File: src/rtl/compositor_pkg.sv
// Shared types and constants for the layer compositor: fade FSM states,
// packed RGB pixel, default 32-entry palette and the per-channel fade scaler.
package compositor_pkg;

    typedef enum logic [1:0] {
        IDLE       = 2'd0,
        FADING_OUT = 2'd1,
        BLACK      = 2'd2,
        FADING_IN  = 2'd3
    } fade_state_t;

    typedef struct packed {
        logic [7:0] r;
        logic [7:0] g;
        logic [7:0] b;
    } rgb_t;

    localparam int DEFAULT_PAL_DEPTH = 32;
    localparam logic [4:0] FADE_FULL = 5'd16;

    localparam logic [23:0] DEFAULT_PAL [DEFAULT_PAL_DEPTH] = '{
        24'h23405B, 24'h3A6B8C, 24'h5DA8C6, 24'hA7E0F0,
        24'h1B1B2F, 24'h3C2A4D, 24'h6B3E75, 24'h2FBDA1,
        24'h8FDE5D, 24'hD4F2A0, 24'hF2E6A0, 24'hC9A46B,
        24'h8E6B3A, 24'h5A3F26, 24'h2E2118, 24'h101010,
        24'h404040, 24'h808080, 24'hC0C0C0, 24'hFFFFFF,
        24'h7A1F2B, 24'hB83A3A, 24'hE86A4A, 24'hF5A05A,
        24'hFFD36E, 24'h3F8F4A, 24'h1E5F3A, 24'h0F3B4F,
        24'h2B6CB0, 24'h5B9BE6, 24'hC46BD9, 24'hFBAF3A
    };

    // Scales one channel by (16-lvl)/16; the 13-bit product cannot overflow.
    function automatic logic [7:0] fade_chan(input logic [7:0] c, input logic [4:0] lvl);
        logic [12:0] prod;
        prod = 13'(c) * 13'(FADE_FULL - lvl);
        return 8'(prod >> 4);
    endfunction

endpackage

File: src/rtl/layer_compositor_fade_ctrl.sv
// Fade controller: four-state FSM plus 0..16 fade level, stepped once every
// FADE_DIV frame_start pulses while fading.
module fade_ctrl
    import compositor_pkg::*;
#(
    parameter int FADE_DIV = 2
) (
    input  logic       clk,
    input  logic       Reset,
    input  logic       frame_start,
    input  logic       fade_out,
    input  logic       fade_in,
    output logic [4:0] level,
    output logic [1:0] state_dbg,
    output logic       busy
);

    fade_state_t state, state_nxt;
    logic [4:0]  lvl, lvl_nxt;
    logic [3:0]  cnt, cnt_nxt;
    logic        step;

    assign step = frame_start && (cnt == 4'(FADE_DIV - 1));

    always_comb begin
        state_nxt = state;
        lvl_nxt   = lvl;
        cnt_nxt   = cnt;
        case (state)
            IDLE: begin
                if (fade_out) state_nxt = FADING_OUT;
            end
            FADING_OUT: begin
                // fade_out is a no-op here, but it still suppresses fade_in
                if (fade_in && !fade_out) state_nxt = FADING_IN;
                else if (lvl == FADE_FULL) state_nxt = BLACK;
                else if (frame_start) begin
                    cnt_nxt = step ? 4'd0 : cnt + 4'd1;
                    if (step) begin
                        lvl_nxt = lvl + 5'd1;
                        if (lvl == FADE_FULL - 5'd1) state_nxt = BLACK;
                    end
                end
            end
            BLACK: begin
                if (fade_in && !fade_out) state_nxt = FADING_IN;
            end
            FADING_IN: begin
                if (fade_out) state_nxt = FADING_OUT;
                else if (lvl == 5'd0) state_nxt = IDLE;
                else if (frame_start) begin
                    cnt_nxt = step ? 4'd0 : cnt + 4'd1;
                    if (step) begin
                        lvl_nxt = lvl - 5'd1;
                        if (lvl == 5'd1) state_nxt = IDLE;
                    end
                end
            end
            default: state_nxt = IDLE;
        endcase
        if (state_nxt != state) cnt_nxt = 4'd0;
    end

    always_ff @(posedge clk) begin
        if (Reset) begin
            state <= IDLE;
            lvl   <= 5'd0;
            cnt   <= 4'd0;
        end else begin
            state <= state_nxt;
            lvl   <= lvl_nxt;
            cnt   <= cnt_nxt;
        end
    end

    assign level     = lvl;
    assign state_dbg = state;
    assign busy      = (state == FADING_OUT) || (state == FADING_IN);

endmodule

File: src/rtl/layer_compositor.sv
// Priority layer compositor: picks the top opaque layer pixel, looks it up in a
// writable palette, applies blanking and fade, and registers the RGB result.
module layer_compositor
    import compositor_pkg::*;
#(
    parameter int NUM_LAYERS = 4,
    parameter int ADDR_W     = 18,
    parameter int IDX_W      = 5,
    parameter int ROM_LAT    = 1,
    parameter int TRANSP_IDX = 18,
    parameter int FADE_DIV   = 2
) (
    input  logic                         clk,
    input  logic                         Reset,
    input  logic [NUM_LAYERS-1:0]        layer_draw,
    input  logic [NUM_LAYERS*ADDR_W-1:0] layer_addr,
    input  logic [IDX_W-1:0]             bg_idx,
    input  logic                         blank,
    input  logic                         frame_start,
    output logic [NUM_LAYERS*ADDR_W-1:0] rom_addr,
    input  logic [NUM_LAYERS*IDX_W-1:0]  rom_q,
    input  logic                         pal_we,
    input  logic [IDX_W-1:0]             pal_waddr,
    input  logic [23:0]                  pal_wdata,
    input  logic                         fade_out,
    input  logic                         fade_in,
    output logic                         fade_busy,
    output logic [1:0]                   fade_state,
    output logic [4:0]                   fade_level,
    output logic [7:0]                   Red,
    output logic [7:0]                   Green,
    output logic [7:0]                   Blue
);

    localparam int DEPTH = 2 ** IDX_W;

    logic [NUM_LAYERS-1:0] draw_pipe  [ROM_LAT];
    logic                  blank_pipe [ROM_LAT];
    logic [IDX_W-1:0]      bg_pipe    [ROM_LAT];
    rgb_t                  pal        [DEPTH];
    logic [IDX_W-1:0]      sel_idx;
    rgb_t                  pix;
    rgb_t                  rgb_q;
    logic [4:0]            lvl;

    assign rom_addr = layer_addr;

    // Side-band controls travel alongside the ROM read so they meet rom_q.
    always_ff @(posedge clk) begin
        if (Reset) begin
            for (int i = 0; i < ROM_LAT; i++) begin
                draw_pipe[i]  <= '0;
                blank_pipe[i] <= 1'b0;
                bg_pipe[i]    <= '0;
            end
        end else begin
            draw_pipe[0]  <= layer_draw;
            blank_pipe[0] <= blank;
            bg_pipe[0]    <= bg_idx;
            for (int i = 1; i < ROM_LAT; i++) begin
                draw_pipe[i]  <= draw_pipe[i-1];
                blank_pipe[i] <= blank_pipe[i-1];
                bg_pipe[i]    <= bg_pipe[i-1];
            end
        end
    end

    always_ff @(posedge clk) begin
        if (Reset) begin
            for (int i = 0; i < DEPTH; i++) pal[i] <= DEFAULT_PAL[i % DEFAULT_PAL_DEPTH];
        end else if (pal_we) begin
            pal[pal_waddr] <= pal_wdata;
        end
    end

    // Walk from lowest priority upward so the lowest-index opaque layer wins.
    always_comb begin
        sel_idx = bg_pipe[ROM_LAT-1];
        for (int i = NUM_LAYERS - 1; i >= 0; i--) begin
            if (draw_pipe[ROM_LAT-1][i] && (rom_q[i*IDX_W +: IDX_W] != IDX_W'(TRANSP_IDX)))
                sel_idx = rom_q[i*IDX_W +: IDX_W];
        end
    end

    assign pix = pal[sel_idx];

    always_ff @(posedge clk) begin
        if (Reset) begin
            rgb_q <= '0;
        end else if (!blank_pipe[ROM_LAT-1]) begin
            rgb_q <= '0;
        end else begin
            rgb_q.r <= fade_chan(pix.r, lvl);
            rgb_q.g <= fade_chan(pix.g, lvl);
            rgb_q.b <= fade_chan(pix.b, lvl);
        end
    end

    fade_ctrl #(
        .FADE_DIV(FADE_DIV)
    ) u_fade (
        .clk        (clk),
        .Reset      (Reset),
        .frame_start(frame_start),
        .fade_out   (fade_out),
        .fade_in    (fade_in),
        .level      (lvl),
        .state_dbg  (fade_state),
        .busy       (fade_busy)
    );

    assign fade_level = lvl;
    assign Red        = rgb_q.r;
    assign Green      = rgb_q.g;
    assign Blue       = rgb_q.b;

endmodule

File: config.mk
export PLATFORM = sky130hd
export DESIGN_NAME = layer_compositor
export DESIGN_NICKNAME = d
export VERILOG_FILES = /design/src/rtl/compositor_pkg.sv /design/src/rtl/layer_compositor_fade_ctrl.sv /design/src/rtl/layer_compositor.sv
export SDC_FILE = /design/constraint.sdc
export NUM_CORES = 2
export LEC_CHECK = 0
export ABC_AREA = 0
export BUFFER_PORTS_ARGS = -buffer_cell sky130_fd_sc_hd__buf_2
export CAP_MARGIN = 30
export CORE_MARGIN = 4
export CORE_UTILIZATION = 40
export DETAILED_ROUTE_END_ITERATION = 16
export GPL_ROUTABILITY_DRIVEN = 0
export HOLD_SLACK_MARGIN = 0.05
export PLACE_DENSITY_LB_ADDON = 0.25
export SYNTH_ARGS = -nofsm -noshare
export SYNTH_HDL_FRONTEND = slang
export SYNTH_SLANG_ARGS = --single-unit
File: constraint.sdc
create_clock -name clk -period 8.8 [get_ports clk]
set_input_delay 1.32 -clock clk [delete_from_list [all_inputs] [get_ports clk]]
set_output_delay 1.32 -clock clk [all_outputs]
set_load 0.02 [all_outputs]
==> impl_metrics.ini <==
[layout]
post_route_cells_drive_above_1_share_pct = 11.8
finalNetCount = 4389
ff_latch_area_um2 = 24000
final_cell_mix = 768 x sky130_fd_sc_hd__edfxtp_1, 675 x sky130_fd_sc_hd__nand2_1, 458 x sky130_fd_sc_hd__and2_1
multi_input_comb_area_um2 = 17400
final_common_cell = sky130_fd_sc_hd__edfxtp_1
syn2layout_area_growth_pct = 10.9
nFillCells = 10100

[global_route]
grt-ovfl-total = 0
grt_pass1_wl_mm = 214
via_count_of_the_first_global_routing_pass = 31500
antenna_found_initial = 12
grt_max_degree = 117
track_usage_pct = 24.6

[clocking]
cts.clk_slew.worst_paths_ps = 60
cts_max_level = 3
cts_root_buf = sky130_fd_sc_hd__clkbuf_16
postCtsSetupRepairBufs = 0
cts_buffers = 92
clock_sink_count = 813
cts.repair.resized = 0
clock_latency_ps = 680
hold_bufs_at_cts = 0
buffer_levels_on_the_longest_clock_path = 3
clock_tree_from_tritoncts = built

[route]
detail_route.vias_per_cell = 5.75
final_antenna_net_count = 0
detail_route.first_pass.iterations = 6
drt_iter0_markers = 3805
detail_route.wirelength_mm = 146
routed-via-count = 32100
routed_wire_length_per_instance_um = 26.1
remaining_drc_errors = 0

[worst_setup_path]
max_stage_delay_ps = 550
critical_path_class = in -> reg
critical_path.endpoint_type = register
cp_data_required_time_ps = 9330
cp_max_fo = 36
worst-r2r-setup-slack_ps = 1320
rr_worst_depth = 30
cp_slowest_cell = sky130_fd_sc_hd__and2_4
critical_path.reg2reg.startpoint = draw_pipe[0][3]
path_common_cell = sky130_fd_sc_hd__nand3_1
worst_ep_arrival_time_ps = 8510
worst_r2r_endpoint = Blue[7]
timing.critical_path.from_type = primary input

[yosys]
synth_top_flop_cell = sky130_fd_sc_hd__edfxtp_1
synth_top_area_cells = sky130_fd_sc_hd__edfxtp_1 52%, sky130_fd_sc_hd__and2_1 6.5%, sky130_fd_sc_hd__nand2_1 5.8%, sky130_fd_sc_hd__or3_1 5.6%, sky130_fd_sc_hd__nand3_1 4.8%
synth.largest_area_cell = sky130_fd_sc_hd__edfxtp_1
synthArstFlopShare_pct = 0
synth_top_area_share_pct = 52.4
syn-mean-instance-area_um2 = 10.6
synth-edff-count = 768
ys_types = 91
yosysSeqAreaShare_pct = 54.5
synth_area_um2 = 44000
ys_ff_latch = 813
ys_warn_count = 0
postSynthCellCount = 4158
postSynthNetCount = 4452

[pwr]
p_sw_share_pct = 29.2
share_clk_of_total_power_pct = 37.9
p_comb_share_pct = 18.2
power_density_nw_per_um2 = 210
power_leakage_nw = 18.1
peakVddDrop_mv = 0.137
design_power_total_w = 0.0102
seq_power_share_pct = 43.9
total_switching_power_w = 0.00299
internal_power_w = 0.00724

[sta]
period_share_pct = 90.7
finalSetupTns_ps = 0
finalWorstPathRequiredPeriod_ps = 7980
max_freq_mhz = 125
worst_slew_pin_slew_ps = 1080
final-hold-violation-count = 0
slew_headroom_pct = 28.0
grt_setup_unrepaired = false
timing_max_transition_violations_final = 0
final-setup-viol-count = 0
clock-skew-final_ps = 32.6

[placed_design]
io_buffers = 96
detailedPlacementHpwl_mm = 89.5

[floorplan]
placeableCoreArea_um2 = 109000
die_h_um = 340
die_w_um = 340
die-area_um2 = 115000
design.portCount = 241
num_rows = 121
floorplan.initialDensity_pct = 40.4

[worst_hold_path]
worst_case_hold_path_end_point = u_fade.cnt[3]
hold_class = reg -> reg
worst_hold_startpoint = u_fade.cnt[3]
cell_depth_of_the_worst_min_delay_path = 2

[run_status]
outcome = completed

[job]
drv_cap = 0
[per-layer routing]
metal	GRT usage, %	wire length, um	vias up
met2	39.9	67700	1455
met3	4.22	12000	266
met4	7.70	4360	4
met1	33.9	61500	16100
met5	0	27	-
li1	-	-	14300
[cell families after synthesis]
logic type / share of synthesized area (%)
xor gates and xnor gates: 0.856
and+or+nand+nor: 26.2
AOI/OAI and AO/OA: 5.03
buffers and inverters: 6.16
muxes: 1.19
adders and majority gates: 6.08
DFF: 54.5
[flip-flops by register name, summed over array words and instances (netlist names)]
name	count
Blue	8
Green	8
Red	8
bg_pipe	5
blank_pipe	1
draw_pipe	4
pal	768
u_fade.cnt	4
u_fade.level	5
u_fade.state_dbg	2
[layout make-up]
type | count | share of cell area [%]
antenna | 7 | 0.0359
multi-input combinational | 2779 | 35.7
tap | 1414 | 3.63
clock buffer | 116 | 4.90
inverter | 128 | 0.984
clock inverter | 49 | 1.16
sequential | 813 | 49.1
timing repair buffer | 281 | 4.49
[how the worst max path moves through the flow]
| stage | from | end | slack (ps) |
|---|---|---|---|
| floorplan | rom_q[8] | Blue[7] | 890 |
| global placement | rom_q[2] | Green[7] | 260 |
| detailed placement | rom_q[2] | Green[7] | 160 |
| CTS | rom_q[2] | Green[7] | 860 |
| global route | rom_q[0] | Green[7] | 340 |
| finish | rom_q[2] | Red[7] | 820 |
[power groups by stage]
stage / clock network, W / registers [W] / logic (W)
final: 0.00388 / 0.00449 / 0.00186
after global routing: 0.00406 / 0.00451 / 0.00200
after CTS: 0.00390 / 0.00449 / 0.00184
after detailed placement: 0 / 0.00457 / 0.00183
after global placement: 0 / 0.00457 / 0.00182
after floorplan: 0 / 0.00456 / 0.00112
[Yosys cell counts (all sizes together), types with 51 or more instances]
cell and number:
nor2 92, buf 214, nand2 681, o21ai 55
a21oi 63, and2 460, edfxtp 768, clkbuf 224
fa 95, nand3 421, or3 393, inv 128
and3 51, ha 62
[through the flow]
stage	setup slack [ps]	hold WS, ps	area, um2	cells	utilization [%]
6_report	817	515	48800	5587	44.8
4_1_cts	859	524	48800	5579	44.7
2_1_floorplan	889	481	44000	4158	-
3_3_place_gp	260	505	45800	5413	42.0
3_5_place_dp	165	509	45800	5414	42.0
5_1_grt	337	558	48800	5581	44.8
[worst max-delay path: cells and delay by family]
family,cells,cell delay [ps]
AND/OR/NAND/NOR,12,2070
adder cells (fa/ha/maj),5,2280
AO/OA/AOI/OAI,6,1250
buffers and inverters,8,1150
XOR/XNOR,2,370
(Power assumes the default switching activity.)
